$ cat config.mk
export PLATFORM = sky130hd
export DESIGN_NAME = logic_sweep_ctrl_flat
export DESIGN_NICKNAME = d
export VERILOG_FILES = /design/src/rtl/logic_sweep_ctrl_pkg.sv /design/src/rtl/logic_sweep_ctrl_if.sv /design/src/rtl/logic_sweep_ctrl.sv /design/src/flat_wrapper.sv
export SDC_FILE = /design/constraint.sdc
export NUM_CORES = 1
export LEC_CHECK = 0
export CORE_MARGIN = 2
export CORE_UTILIZATION = 40
export CTS_CLUSTER_DIAMETER = 80
export DETAILED_ROUTE_END_ITERATION = 12
export GPL_TIMING_DRIVEN = 0
export PLACE_DENSITY = 0.76
export SLEW_MARGIN = 10
export SYNTH_ARGS = -nofsm -noshare
export SYNTH_HDL_FRONTEND = slang
export SYNTH_SLANG_ARGS = --single-unit
$ cat constraint.sdc
create_clock -name clk -period 1.7 [get_ports clk]
set_input_delay 0.17 -clock clk [delete_from_list [all_inputs] [get_ports clk]]
set_output_delay 0.17 -clock clk [all_outputs]
set_load 0.05 [all_outputs]
$ cat src/rtl/logic_sweep_ctrl_pkg.sv
// Shared constants for the exhaustive 5-input logic sweep controller.
package logic_sweep_ctrl_pkg;

  typedef enum logic [1:0] {
    ST_IDLE   = 2'd0,
    ST_DRIVE  = 2'd1,
    ST_SAMPLE = 2'd2,
    ST_DONE   = 2'd3
  } state_e;

  localparam int         NVEC     = 32;
  localparam logic [4:0] LAST_VEC = 5'd31;

  function automatic logic is_busy(input state_e s);
    return (s == ST_DRIVE) || (s == ST_SAMPLE);
  endfunction

endpackage

$ cat src/rtl/logic_sweep_ctrl_if.sv
// Control, function-unit and result signals of the logic sweep controller.
interface logic_sweep_ctrl_if;
  import logic_sweep_ctrl_pkg::*;

  logic            start;
  logic            abort;
  logic            f_in;
  logic            g_in;
  logic [4:0]      abcde;
  logic            busy;
  logic            done;
  logic            pass;
  logic [5:0]      mismatch_cnt;
  logic [4:0]      first_fail;
  logic [NVEC-1:0] minterms;

  modport master (
    output start, abort, f_in, g_in,
    input  abcde, busy, done, pass, mismatch_cnt, first_fail, minterms
  );

  modport slave (
    input  start, abort, f_in, g_in,
    output abcde, busy, done, pass, mismatch_cnt, first_fail, minterms
  );
endinterface

$ cat src/rtl/logic_sweep_ctrl.sv
// Sweeps all 32 A..E vectors, compares f_in against g_in and logs the result.
// Optional truth-table capture of f_in: define LOGIC_SWEEP_MINTERM_LOG_EN.
module logic_sweep_ctrl
  import logic_sweep_ctrl_pkg::*;
#(
  parameter int SETTLE = 1
) (
  input  logic              clk,
  input  logic              rst_n,
  logic_sweep_ctrl_if.slave bus
);

  localparam logic [3:0] SETTLE_LAST = 4'(SETTLE - 1);

  state_e     r_state;
  state_e     w_next_state;
  logic [4:0] r_vec;
  logic [3:0] r_settle;
  logic [5:0] r_mismatch_cnt;
  logic [4:0] r_first_fail;
  logic       r_busy;
  logic       r_done;
  logic       r_pass;
  logic       w_start;
  logic       w_abort;
  logic       w_sample;

  // State register
  always_ff @(posedge clk or negedge rst_n) begin
    if (!rst_n) begin
      r_state <= ST_IDLE;
    end else begin
      r_state <= w_next_state;
    end
  end

  // Next-state decode; abort beats start while busy, start beats abort when idle
  always_comb begin
    w_next_state = r_state;
    w_start      = 1'b0;
    w_abort      = 1'b0;
    w_sample     = 1'b0;
    case (r_state)
      ST_IDLE, ST_DONE: begin
        if (bus.start) begin
          w_next_state = ST_DRIVE;
          w_start      = 1'b1;
        end else begin
          w_next_state = r_state;
        end
      end
      ST_DRIVE: begin
        if (bus.abort) begin
          w_next_state = ST_IDLE;
          w_abort      = 1'b1;
        end else if (r_settle == SETTLE_LAST) begin
          w_next_state = ST_SAMPLE;
        end else begin
          w_next_state = ST_DRIVE;
        end
      end
      ST_SAMPLE: begin
        if (bus.abort) begin
          w_next_state = ST_IDLE;
          w_abort      = 1'b1;
        end else begin
          w_sample     = 1'b1;
          w_next_state = (r_vec == LAST_VEC) ? ST_DONE : ST_DRIVE;
        end
      end
      default: begin
        w_next_state = ST_IDLE;
      end
    endcase
  end

  // Vector, settle counter and mismatch bookkeeping
  always_ff @(posedge clk or negedge rst_n) begin
    if (!rst_n) begin
      r_vec          <= 5'd0;
      r_settle       <= 4'd0;
      r_mismatch_cnt <= 6'd0;
      r_first_fail   <= 5'd0;
    end else if (w_start) begin
      r_vec          <= 5'd0;
      r_settle       <= 4'd0;
      r_mismatch_cnt <= 6'd0;
      r_first_fail   <= 5'd0;
    end else if (w_abort) begin
      r_vec    <= 5'd0;
      r_settle <= 4'd0;
    end else if (r_state == ST_DRIVE) begin
      r_settle <= r_settle + 4'd1;
    end else if (w_sample) begin
      if (bus.f_in != bus.g_in) begin
        r_mismatch_cnt <= r_mismatch_cnt + 6'd1;
        if (r_mismatch_cnt == 6'd0) begin
          r_first_fail <= r_vec;
        end
      end
      if (r_vec != LAST_VEC) begin
        r_vec    <= r_vec + 5'd1;
        r_settle <= 4'd0;
      end
    end
  end

  // Status flags; done/pass settle one edge after entering DONE
  always_ff @(posedge clk or negedge rst_n) begin
    if (!rst_n) begin
      r_busy <= 1'b0;
      r_done <= 1'b0;
      r_pass <= 1'b0;
    end else begin
      r_busy <= is_busy(w_next_state);
      r_done <= (r_state == ST_DONE) && (w_next_state == ST_DONE);
      r_pass <= (r_state == ST_DONE) && (w_next_state == ST_DONE) &&
                (r_mismatch_cnt == 6'd0);
    end
  end

`ifdef LOGIC_SWEEP_MINTERM_LOG_EN
  logic [NVEC-1:0] r_minterms;

  // Truth-table capture of f_in, one bit per sampled vector
  always_ff @(posedge clk or negedge rst_n) begin
    if (!rst_n) begin
      r_minterms <= 32'h0;
    end else if (w_start) begin
      r_minterms <= 32'h0;
    end else if (w_sample) begin
      r_minterms[r_vec] <= bus.f_in;
    end
  end

  assign bus.minterms = r_minterms;
`else
  assign bus.minterms = 32'h0;
`endif

  assign bus.abcde        = r_vec;
  assign bus.busy         = r_busy;
  assign bus.done         = r_done;
  assign bus.pass         = r_pass;
  assign bus.mismatch_cnt = r_mismatch_cnt;
  assign bus.first_fail   = r_first_fail;

endmodule

$ cat src/flat_wrapper.sv
// flat-port wrapper written by rule: the top's interface ports become plain ports
module logic_sweep_ctrl_flat import logic_sweep_ctrl_pkg::*;
#(
  parameter int SETTLE = 1
)
  (clk, rst_n, bus_start, bus_abort, bus_f_in, bus_g_in, bus_abcde, bus_busy, bus_done, bus_pass, bus_mismatch_cnt, bus_first_fail, bus_minterms);
  logic_sweep_ctrl_if bus_i ();
  input  logic clk;
  input  logic rst_n;
  input wire logic [$bits(bus_i.start)-1:0] bus_start;
  input wire logic [$bits(bus_i.abort)-1:0] bus_abort;
  input wire logic [$bits(bus_i.f_in)-1:0] bus_f_in;
  input wire logic [$bits(bus_i.g_in)-1:0] bus_g_in;
  output wire logic [$bits(bus_i.abcde)-1:0] bus_abcde;
  output wire logic [$bits(bus_i.busy)-1:0] bus_busy;
  output wire logic [$bits(bus_i.done)-1:0] bus_done;
  output wire logic [$bits(bus_i.pass)-1:0] bus_pass;
  output wire logic [$bits(bus_i.mismatch_cnt)-1:0] bus_mismatch_cnt;
  output wire logic [$bits(bus_i.first_fail)-1:0] bus_first_fail;
  output wire logic [$bits(bus_i.minterms)-1:0] bus_minterms;
  assign bus_i.start = bus_start;
  assign bus_i.abort = bus_abort;
  assign bus_i.f_in = bus_f_in;
  assign bus_i.g_in = bus_g_in;
  assign bus_abcde = bus_i.abcde;
  assign bus_busy = bus_i.busy;
  assign bus_done = bus_i.done;
  assign bus_pass = bus_i.pass;
  assign bus_mismatch_cnt = bus_i.mismatch_cnt;
  assign bus_first_fail = bus_i.first_fail;
  assign bus_minterms = bus_i.minterms;
  logic_sweep_ctrl #(.SETTLE(SETTLE)) u_core (.clk(clk), .rst_n(rst_n), .bus(bus_i));
endmodule
==> results_dict.tcl, run 1 <==
set metrics [dict create \
    crit_path_top_delay_cell "dfrtp_2" \
    r2r-start "u_core.bus.abcde[1]" \
    grt_max_degree 26 \
    synth-seq-cells 25 \
    drtIter0Drc 60 \
    cap_violations 0 \
    synth_area_um2 1568 \
    mostFrequentLayoutCells "buf_4, conb_1, dfrtp_1" \
    peakVddDrop_v 0.0005209 \
    met3WireLength_um 192 \
    worstMarginPinSlew_ps 546.5 \
    antenna_cells 0 \
    dieArea_um2 4436 \
    swShare_pct 45.10 \
    setup_ws_ps -158.8 \
    cts-buffers-inserted 3 \
    hp-class "primary input to async pin" \
    crit_start "u_core.bus.abcde[1]" \
    critPathKind "flop to flop" \
    r2r_slack_ps -160 \
    p_switching_w 0.001286 \
    final_layout_size_suffix_gt1_share_pct 33.91 \
    period_minus_slack_ps 1859 \
    leakage_nw 1.204 \
    fin_skew_ps 2.906 \
    final_nets 250 \
    ios 57 \
    internal-power_w 0.001566 \
    reg2regPathDepth 7 \
    initial_core_util_pct 42.19 \
    die_y_um 66.61 \
    drt-met1-wl_um 1253 \
    clk_pin_slew_ps 90 \
    wire_per_inst_um 11.48 \
    wl_met2_um 1732 \
    clk_path_buf_depth 2 \
    endpoint "u_core.bus.abcde[3]" \
    place.gp.congestion 0.8115 \
    slew_headroom_pct 63.57 \
    synth_cells 160 \
    max_stage_delay_ps 430 \
    grt_overflow 0 \
    endpoint_kind "flop" \
    vias_per_cell 4.473 \
    cts.sink_count 25 \
    fmax_ghz 0.5380 \
    mostFrequentLayoutCell "buf_4" \
    crit_fanout 3 \
    drc_errors 0 \
    antenna_found_initial 0 \
    r2r_end "u_core.bus.abcde[3]" \
    root_buffer "clkbuf_8" \
    path_common_cell "ha_4" \
    design_area_um2 2280 \
    core_area_um2 3716 \
    worstPathRequired_ps 1900 \
    dp_hpwl_um 2222 \
    insertion_delay_ps 270 \
    top_layer "met4" \
    ys_seq_area_share_pct 39.90 \
    ant_nets 0 \
    synth.avg_cell_area_um2 9.798 \
    grt_setup_unrepaired "true" \
    synth_cell_types 39 \
    dr.pass1.iters 4 \
    grtUsageTotal_pct 14.55 \
    cts_tree "done" \
    finalCritPeriodShare_pct 109.3 \
    io_buffers 24 \
    powerDensity_nw_per_um2 1251 \
    run_status "finished with violations" \
    syn2layout_area_growth_pct 45.41 \
    finalPower_w 0.002852 \
    vias 1257 \
    synthFlopType "dfrtp_1" \
    setup_viol 11 \
    drv_slew 0 \
    power_frac_clock_pct 12.1 \
    synth-edff-count 0 \
    grt_pass1_wl_um 4995 \
    hold_violations 0 \
    cp.arrival_ps 2060 \
    path_cells "ha_4 > and3_4 > ha_4 > nor4b_4 > nor2_4 > or3_4 > a21oi_2" \
    wirelength_um 3225 \
    p_comb_share_pct 59.5 \
    row_count 22 \
    grt_pass1_vias 1154 \
    synthArstFlopShare_pct 100.0 \
    die_w_um 66.61 \
    cp-start-kind "flop" \
    pwr-share-seq_pct 28.4 \
    ys_warn_count 0 \
    place_area_um2 2018 \
    violations "negative setup slack" \
    cts_htree_levels 1 \
]
sequential cells by signal, summed over array words and instances (netlist names):
signal and count:
u_core.bus.abcde 5, u_core.bus.busy 1, u_core.bus.done 1, u_core.bus.first_fail 5, u_core.bus.mismatch_cnt 6, u_core.bus.pass 1
u_core.r_settle 4, u_core.r_state 2
synth_stat cells (2+ instances only):
master     n  area (µm²)
buf_4     32       240.2
dfrtp_1   25       625.6
inv_1     11       41.29
ha_1      10       125.1
nand2_1    8       30.03
nor2_1     8       30.03
o21ai_0    7       35.03
a21oi_1    5       25.02
a22o_1     5       43.79
o31ai_1    4       30.03
a22oi_1    3       22.52
mux2i_1    3       30.03
nand3_1    3       15.01
nand4_1    3       18.77
and2_1     2       12.51
and3_1     2       12.51
nand2b_1   2       12.51
nor2b_1    2       12.51
nor3_1     2       10.01
or3_1      2       12.51
xnor2_1    2       17.52
xor2_1     2       17.52
final cells by class:
cell class | count | area, µm²
Clock inverter | 1 | 5.005
Sequential cell | 25 | 629.4
Timing Repair Buffer | 39 | 359.1
Clock buffer | 3 | 41.29
Buffer | 34 | 276.5
Multi-Input combinational cell | 120 | 867.1
Inverter | 11 | 41.29
Fill cell | 325 | 1436
Tap cell | 48 | 60.06
cells by family after synthesis:
kind of cell | Yosys count | synth area share, %
DFF | 25 | 39.90
muxes | 4 | 2.634
adders and majority gates | 10 | 7.981
and+or+nand+nor | 40 | 14.45
AOI/OAI and AO/OA | 29 | 12.29
other | 1 | 0.2392
buffers and inverters | 46 | 19.23
xor gates and xnor gates | 5 | 3.273
per-stage QoR:
step	cells	util [%]	setup TNS (ps)	hold slack, ps	setup WS, ps
floorplan	191	-	-726.6	-125.6	-259.1
global placement	263	54.31	-2200	496.2	-312.0
detailed placement	263	54.31	-2578	499.8	-346.0
CTS	278	59.46	-776.1	521.3	-131.7
global route	281	61.35	-2125	499.7	-236.5
finish	281	61.35	-841.8	432.3	-158.8
power by group through the flow:
stage	sequential [W]	combinational, W	clock [W]
after floorplan	0.000997	0.000809	0
after global placement	0.000821	0.00127	0
after detailed placement	0.000825	0.00128	0
after CTS	0.000805	0.00162	0.000353
after global routing	0.000829	0.00183	0.000387
final	0.000810	0.00170	0.000346
critical path, delay by kind of cell (launching register included):
kind                       cells  cell delay (ps)
AOI/OAI and AO/OA              1              120
adders and majority gates      2              330
DFF                            1              430
and+or+nand+nor                4              920
layer usage:
metal  global-route usage, %  vias up
met5                       0        -
met4                   4.847        0
met3                   2.365        7
met2                   26.75       37
met1                   17.00      586
li1                        -      627
timing repair:
| item | CTS | global route |
|---|---|---|
| setup buffers | 11 | 3 |
| setup endpoints to repair | 17 | 21 |
| gates resized for setup | 21 | 16 |
| pin swaps | 8 | 2 |
| endpoints found under the hold margin | 0 | 25 |
| hold buffers | 0 | 1 |
worst min-delay path by stage:
stage	from	to	slack [ps]	cells past startpoint
after detailed placement	u_core.bus.first_fail[1]	u_core.bus.first_fail[1]	500	1
after floorplan	rst_n	u_core.bus.abcde[0]	-130	0
after global routing	rst_n	u_core.bus.done	500	2
final	rst_n	u_core.bus.done	430	2
after CTS	u_core.bus.first_fail[2]	u_core.bus.first_fail[2]	520	1
after global placement	u_core.bus.first_fail[1]	u_core.bus.first_fail[1]	500	1
No activity file was read; power rests on OpenSTA's default activity.
==> inputs of run 2 (changes only) <==
--- a/config.mk
+++ b/config.mk
@@ -5,12 +5,13 @@
 export SDC_FILE = /design/constraint.sdc
 export NUM_CORES = 1
 export LEC_CHECK = 0
+export CORE_ASPECT_RATIO = 0.9
 export CORE_MARGIN = 2
-export CORE_UTILIZATION = 40
+export CORE_UTILIZATION = 44
 export CTS_CLUSTER_DIAMETER = 80
 export DETAILED_ROUTE_END_ITERATION = 12
 export GPL_TIMING_DRIVEN = 0
-export PLACE_DENSITY = 0.76
+export PLACE_DENSITY = 0.79
 export SLEW_MARGIN = 10
 export SYNTH_ARGS = -nofsm -noshare
 export SYNTH_HDL_FRONTEND = slang
==> constraint.sdc (replaced) <==
create_clock -name clk -period 1.94 [get_ports clk]
set_input_delay 0.194 -clock clk [delete_from_list [all_inputs] [get_ports clk]]
set_output_delay 0.194 -clock clk [all_outputs]
set_load 0.05 [all_outputs]
==> results_dict.tcl, run 2 (synthesis results as in run 1) <==
set metrics [dict create \
    cts-buffers-inserted 3 \
    vias 1181 \
    wire_per_inst_um 10.58 \
    worstPathRequired_ps 2140 \
    design_area_um2 2102 \
    cp.arrival_ps 2120 \
    io_buffers 24 \
    dr.pass1.iters 4 \
    period_minus_slack_ps 1919 \
    crit_start "u_core.bus.abcde[0]" \
    max_stage_delay_ps 440 \
    fin_skew_ps 10.79 \
    fmax_ghz 0.5212 \
    endpoint "u_core.bus.abcde[3]" \
    drtIter0Drc 51 \
    ios 57 \
    hp-class "primary input to async pin" \
    root_buffer "clkbuf_8" \
    cap_violations 0 \
    cts_htree_levels 1 \
    final_layout_size_suffix_gt1_share_pct 25.45 \
    cp-start-kind "flop" \
    critPathTopFamily "simple AND/OR/NAND/NOR gates" \
    ant_nets 0 \
    dp_hpwl_um 2165 \
    grt_pass1_wl_um 4326 \
    syn2layout_area_growth_pct 34.08 \
    place_area_um2 2002 \
    crit_path_top_delay_cell "dfrtp_2" \
    mostFrequentLayoutCell "buf_4" \
    worstMarginPinSlew_ps 600.9 \
    dieArea_um2 4057 \
    critPathKind "flop to flop" \
    grt_overflow 0 \
    cts.sink_count 25 \
    grt_setup_unrepaired "true" \
    finalCritPeriodShare_pct 98.90 \
    wirelength_um 2835 \
    whs_ps 450.0 \
    powerDensity_nw_per_um2 1060 \
    final_nets 241 \
    antenna_found_initial 0 \
    cts_tree "done" \
    run_status "completed" \
    die_w_um 66.92 \
    crit_fanout 6 \
    row_count 20 \
    drv_slew 0 \
    antenna_cells 0 \
    path_buf_inv 0 \
    grt_max_degree 26 \
    largest_reg_flops 6 \
    initial_core_util_pct 46.07 \
    hold_violations 0 \
    peakVddDrop_v 0.0005268 \
    leakage_nw 1.026 \
    core_area_um2 3403 \
    clk_pin_slew_ps 90 \
    mostFrequentLayoutCells "buf_4, conb_1, clkdlybuf4s50_1, dfrtp_1, inv_1" \
    setup_viol 0 \
    r2r-start "u_core.bus.abcde[0]" \
    clk_path_buf_depth 2 \
    slew_headroom_pct 59.94 \
    drc_errors 0 \
    endpoint_kind "flop" \
    r2r_end "u_core.bus.abcde[3]" \
    r2r_slack_ps 20 \
    path_cells "ha_2 > and3_4 > ha_4 > nor4b_4 > nor2_2 > or3_1 > a21oi_1" \
    insertion_delay_ps 280 \
    grtUsageTotal_pct 14.38 \
    path_depth 7 \
    place.gp.congestion 0.8485 \
    reg2regPathDepth 7 \
    vias_per_cell 4.407 \
    die_y_um 60.63 \
    grt_pass1_vias 969 \
]
run 2: cell types whose count changed in the layout (fill, tap and decap cells not counted), sizes merged:
cell / change
clkdlybuf4s50: +11
buf: -10
dlygate4sd2: -6
dlymetal6s2s: -5
clkbuf: +1
clkinv: -1
clkinvlp: +1
run 2: layout make-up:
| class | count | area, µm² |
|---|---|---|
| clock buffer | 3 | 41.29 |
| timing repair buffer | 29 | 275.3 |
| sequential | 25 | 628.1 |
| fill | 294 | 1301 |
| buffer | 35 | 264.0 |
| inverter | 11 | 41.29 |
| tap | 44 | 55.05 |
| clock inverter | 1 | 7.507 |
| multi-input combinational | 120 | 789.5 |
run 2: worst min-delay path by stage:
stage,from,endpoint,slack (ps)
3_5_place_dp,u_core.bus.first_fail[1],u_core.bus.first_fail[1],490
6_report,rst_n,u_core.bus.done,450
2_1_floorplan,rst_n,u_core.bus.abcde[0],-100
4_1_cts,u_core.bus.first_fail[1],u_core.bus.first_fail[1],520
5_1_grt,rst_n,u_core.bus.mismatch_cnt[2],510
3_3_place_gp,u_core.bus.first_fail[1],u_core.bus.first_fail[1],490
run 2: through the flow:
| step | std cells | setup TNS [ps] | total power, W | util (%) | worst slack [ps] |
|---|---|---|---|---|---|
| after floorplan | 191 | -40.46 | 0.001578 | - | -40.46 |
| after global placement | 259 | -99.53 | 0.001825 | 58.82 | -89.21 |
| after detailed placement | 259 | -228.9 | 0.001850 | 58.82 | -146.1 |
| after CTS | 264 | -16.11 | 0.002186 | 60.51 | -8.474 |
| after global routing | 268 | -104.4 | 0.002378 | 61.76 | -39.34 |
| final | 268 | 0 | 0.002228 | 61.76 | 21.39 |
run 2: report_power, final:
part | total, W | switching (W) | internal (W) | leakage, nW
clock | 0.000319 | 0.000173 | 0.000146 | 0.0217
combinational | 0.00120 | 0.000770 | 0.000432 | 0.667
sequential | 0.000707 | 0.0000948 | 0.000612 | 0.337
run 2: repair_timing:
item | CTS | global route
cloned | 0 | 0
setup endpoints to repair | 5 | 10
buffers inserted | 1 | 3
gates resized for setup | 1 | 6
pin swaps | 1 | 0
hold endpoints to repair | 0 | 25
hold buffers | 0 | 1
run 2: routing by layer:
metal  vias to the layer above  GRT usage [%]  share of wire [%]
li1                        611              -                  -
met1                       528          17.43                 44
met2                        37          25.14                 49
met3                         5          4.453                5.9
met4                         0          3.790               0.85
met5                         -              0                  0
==> inputs of run 3 (changes only) <==
--- a/config.mk
+++ b/config.mk
@@ -6,12 +6,14 @@
 export NUM_CORES = 1
 export LEC_CHECK = 0
 export CORE_ASPECT_RATIO = 0.9
-export CORE_MARGIN = 2
+export CORE_MARGIN = 1
 export CORE_UTILIZATION = 44
+export CTS_BUF_LIST = sky130_fd_sc_hd__clkbuf_8 sky130_fd_sc_hd__clkbuf_16
 export CTS_CLUSTER_DIAMETER = 80
 export DETAILED_ROUTE_END_ITERATION = 12
 export GPL_TIMING_DRIVEN = 0
 export PLACE_DENSITY = 0.79
+export RECOVER_POWER = 50
 export SLEW_MARGIN = 10
 export SYNTH_ARGS = -nofsm -noshare
 export SYNTH_HDL_FRONTEND = slang
==> results_dict.tcl, run 3 (synthesis results as in run 1) <==
set metrics [dict create \
    endpoint_kind "flop" \
    final_nets 237 \
    peakVddDrop_v 0.0004390 \
    grt_setup_unrepaired "true" \
    wirelength_um 2912 \
    root_buffer "clkbuf_8" \
    place_inst 259 \
    critPathKind "flop to flop" \
    vias_per_cell 4.451 \
    antenna_found_initial 0 \
    cts-buffers-inserted 3 \
    cts_htree_levels 1 \
    mostFrequentLayoutCell "buf_4" \
    die_w_um 64.92 \
    mostFrequentLayoutCells "buf_4, conb_1, dfrtp_1" \
    hp-start "u_core.bus.first_fail[2]" \
    final_util_pct 61.41 \
    dieArea_um2 3806 \
    wire_per_inst_um 11.03 \
    fill_cells 290 \
    drtIter0Drc 88 \
    insertion_delay_ps 270 \
    postCtsHoldBufs 0 \
    cap_violations 0 \
    worstPathRequired_ps 2140 \
    grt_pass1_wl_um 4602 \
    r2r-start "u_core.bus.abcde[0]" \
    hp-class "flop to flop" \
    reg2regPathDepth 7 \
    whs_ps 513.3 \
    cts_tree "done" \
    antenna_cells 0 \
    dp_hpwl_um 2175 \
    cts.sink_count 25 \
    drv_slew 0 \
    crit_start "u_core.bus.abcde[0]" \
    hold_violations 0 \
    initial_core_util_pct 46.41 \
    worstMarginPinSlew_ps 1105 \
    grt_max_degree 26 \
    vias 1175 \
    largest_reg_flops 6 \
    hold_depth 1 \
    dr.pass1.iters 4 \
    run_status "completed" \
    syn2layout_area_growth_pct 32.32 \
    ant_nets 0 \
    ios 57 \
    multiInputGateArea_um2 793.3 \
    fin_skew_ps 2.230 \
    grt_overflow 0 \
    grt_pass1_vias 1048 \
    place.gp.congestion 0.8591 \
    fmax_ghz 0.5159 \
    final_layout_size_suffix_gt1_share_pct 24.09 \
    clk_pin_slew_ps 80 \
    drc_errors 0 \
    powerDensity_nw_per_um2 1054 \
    grtUsageTotal_pct 16.16 \
    crit_fanout 6 \
    cp-start-kind "flop" \
    stdcell_count 264 \
    leakage_nw 1.023 \
    setup_viol 0 \
    seqCellArea_um2 628.1 \
    clk_path_buf_depth 2 \
    cp.arrival_ps 2140 \
    slew_headroom_pct 26.09 \
    finalCritPeriodShare_pct 99.91 \
    io_buffers 24 \
    die_y_um 58.63 \
    period_minus_slack_ps 1938 \
    row_count 20 \
    core_area_um2 3378 \
]
==> run 3: cell count changes in the layout (fill, tap and decap cells not counted), sizes merged <==
cell	change
buf	-3
clkbuf	-1
clkdlybuf4s50	-4
clkinvlp	-1
dlygate4sd3	+4
inv	+1
==> run 3: final timing paths <==
path | to | slack, ps
worst min-delay path | u_core.bus.first_fail[2] | 510
worst max-delay path | u_core.bus.abcde[3] | 2
max in group asynchronous | u_core.bus.abcde[1] | 620
worst min register to register | u_core.bus.first_fail[2] | 510
min in group asynchronous | u_core.bus.mismatch_cnt[2] | 580
worst max register to register | u_core.bus.abcde[3] | 2
==> run 3: worst max-delay path, stage by stage, from the launching register on <==
cell and delay [ps]:
dfrtp_2 450, ha_2 210, and3_4 190, ha_4 170, nor4b_4 300, nor2_2 120, or3_1 320, a21oi_1 120
==> run 3: per-stage QoR <==
stage | setup TNS (ps) | instance area, µm² | power (W) | worst slack (ps)
2_1_floorplan | -40.46 | 1707 | 0.001578 | -40.46
3_3_place_gp | -83.88 | 2002 | 0.001823 | -83.88
3_5_place_dp | -220.3 | 2002 | 0.001848 | -155.4
4_1_cts | 0 | 2061 | 0.002179 | 22.47
5_1_grt | -213.9 | 2074 | 0.002349 | -83.77
6_report | 0 | 2074 | 0.002186 | 1.799
==> run 3: cell type report <==
class,instances,area share (%)
Multi-Input combinational cell,120,38.24
Sequential cell,25,30.28
Buffer,35,12.73
Timing Repair Buffer,25,11.94
Tap cell,44,2.654
Clock buffer,3,1.990
Inverter,11,1.990
Clock inverter,1,0.1809
==> run 3: timing repair <==
action                                  CTS  global route
endpoints found under the setup margin    5             8
resized for setup                         3             5
cloned                                    0             0
pin swaps                                 1             0
setup buffers                             1             0
==> run 3: layer usage <==
layer / global-route usage (%) / part of all wire, % / up-vias
met1: 19.19 / 42 / 540
met5: 0 / 0 / -
li1: - / - / 602
met3: 4.845 / 4.0 / 7
met4: 6.984 / 2.0 / 0
met2: 27.23 / 52 / 26
==> run 3: power by group <==
group          switching (W)  internal [W]
Combinational       0.000766      0.000411
Clock               0.000160      0.000142
Sequential         0.0000952      0.000612
Total                0.00102       0.00116
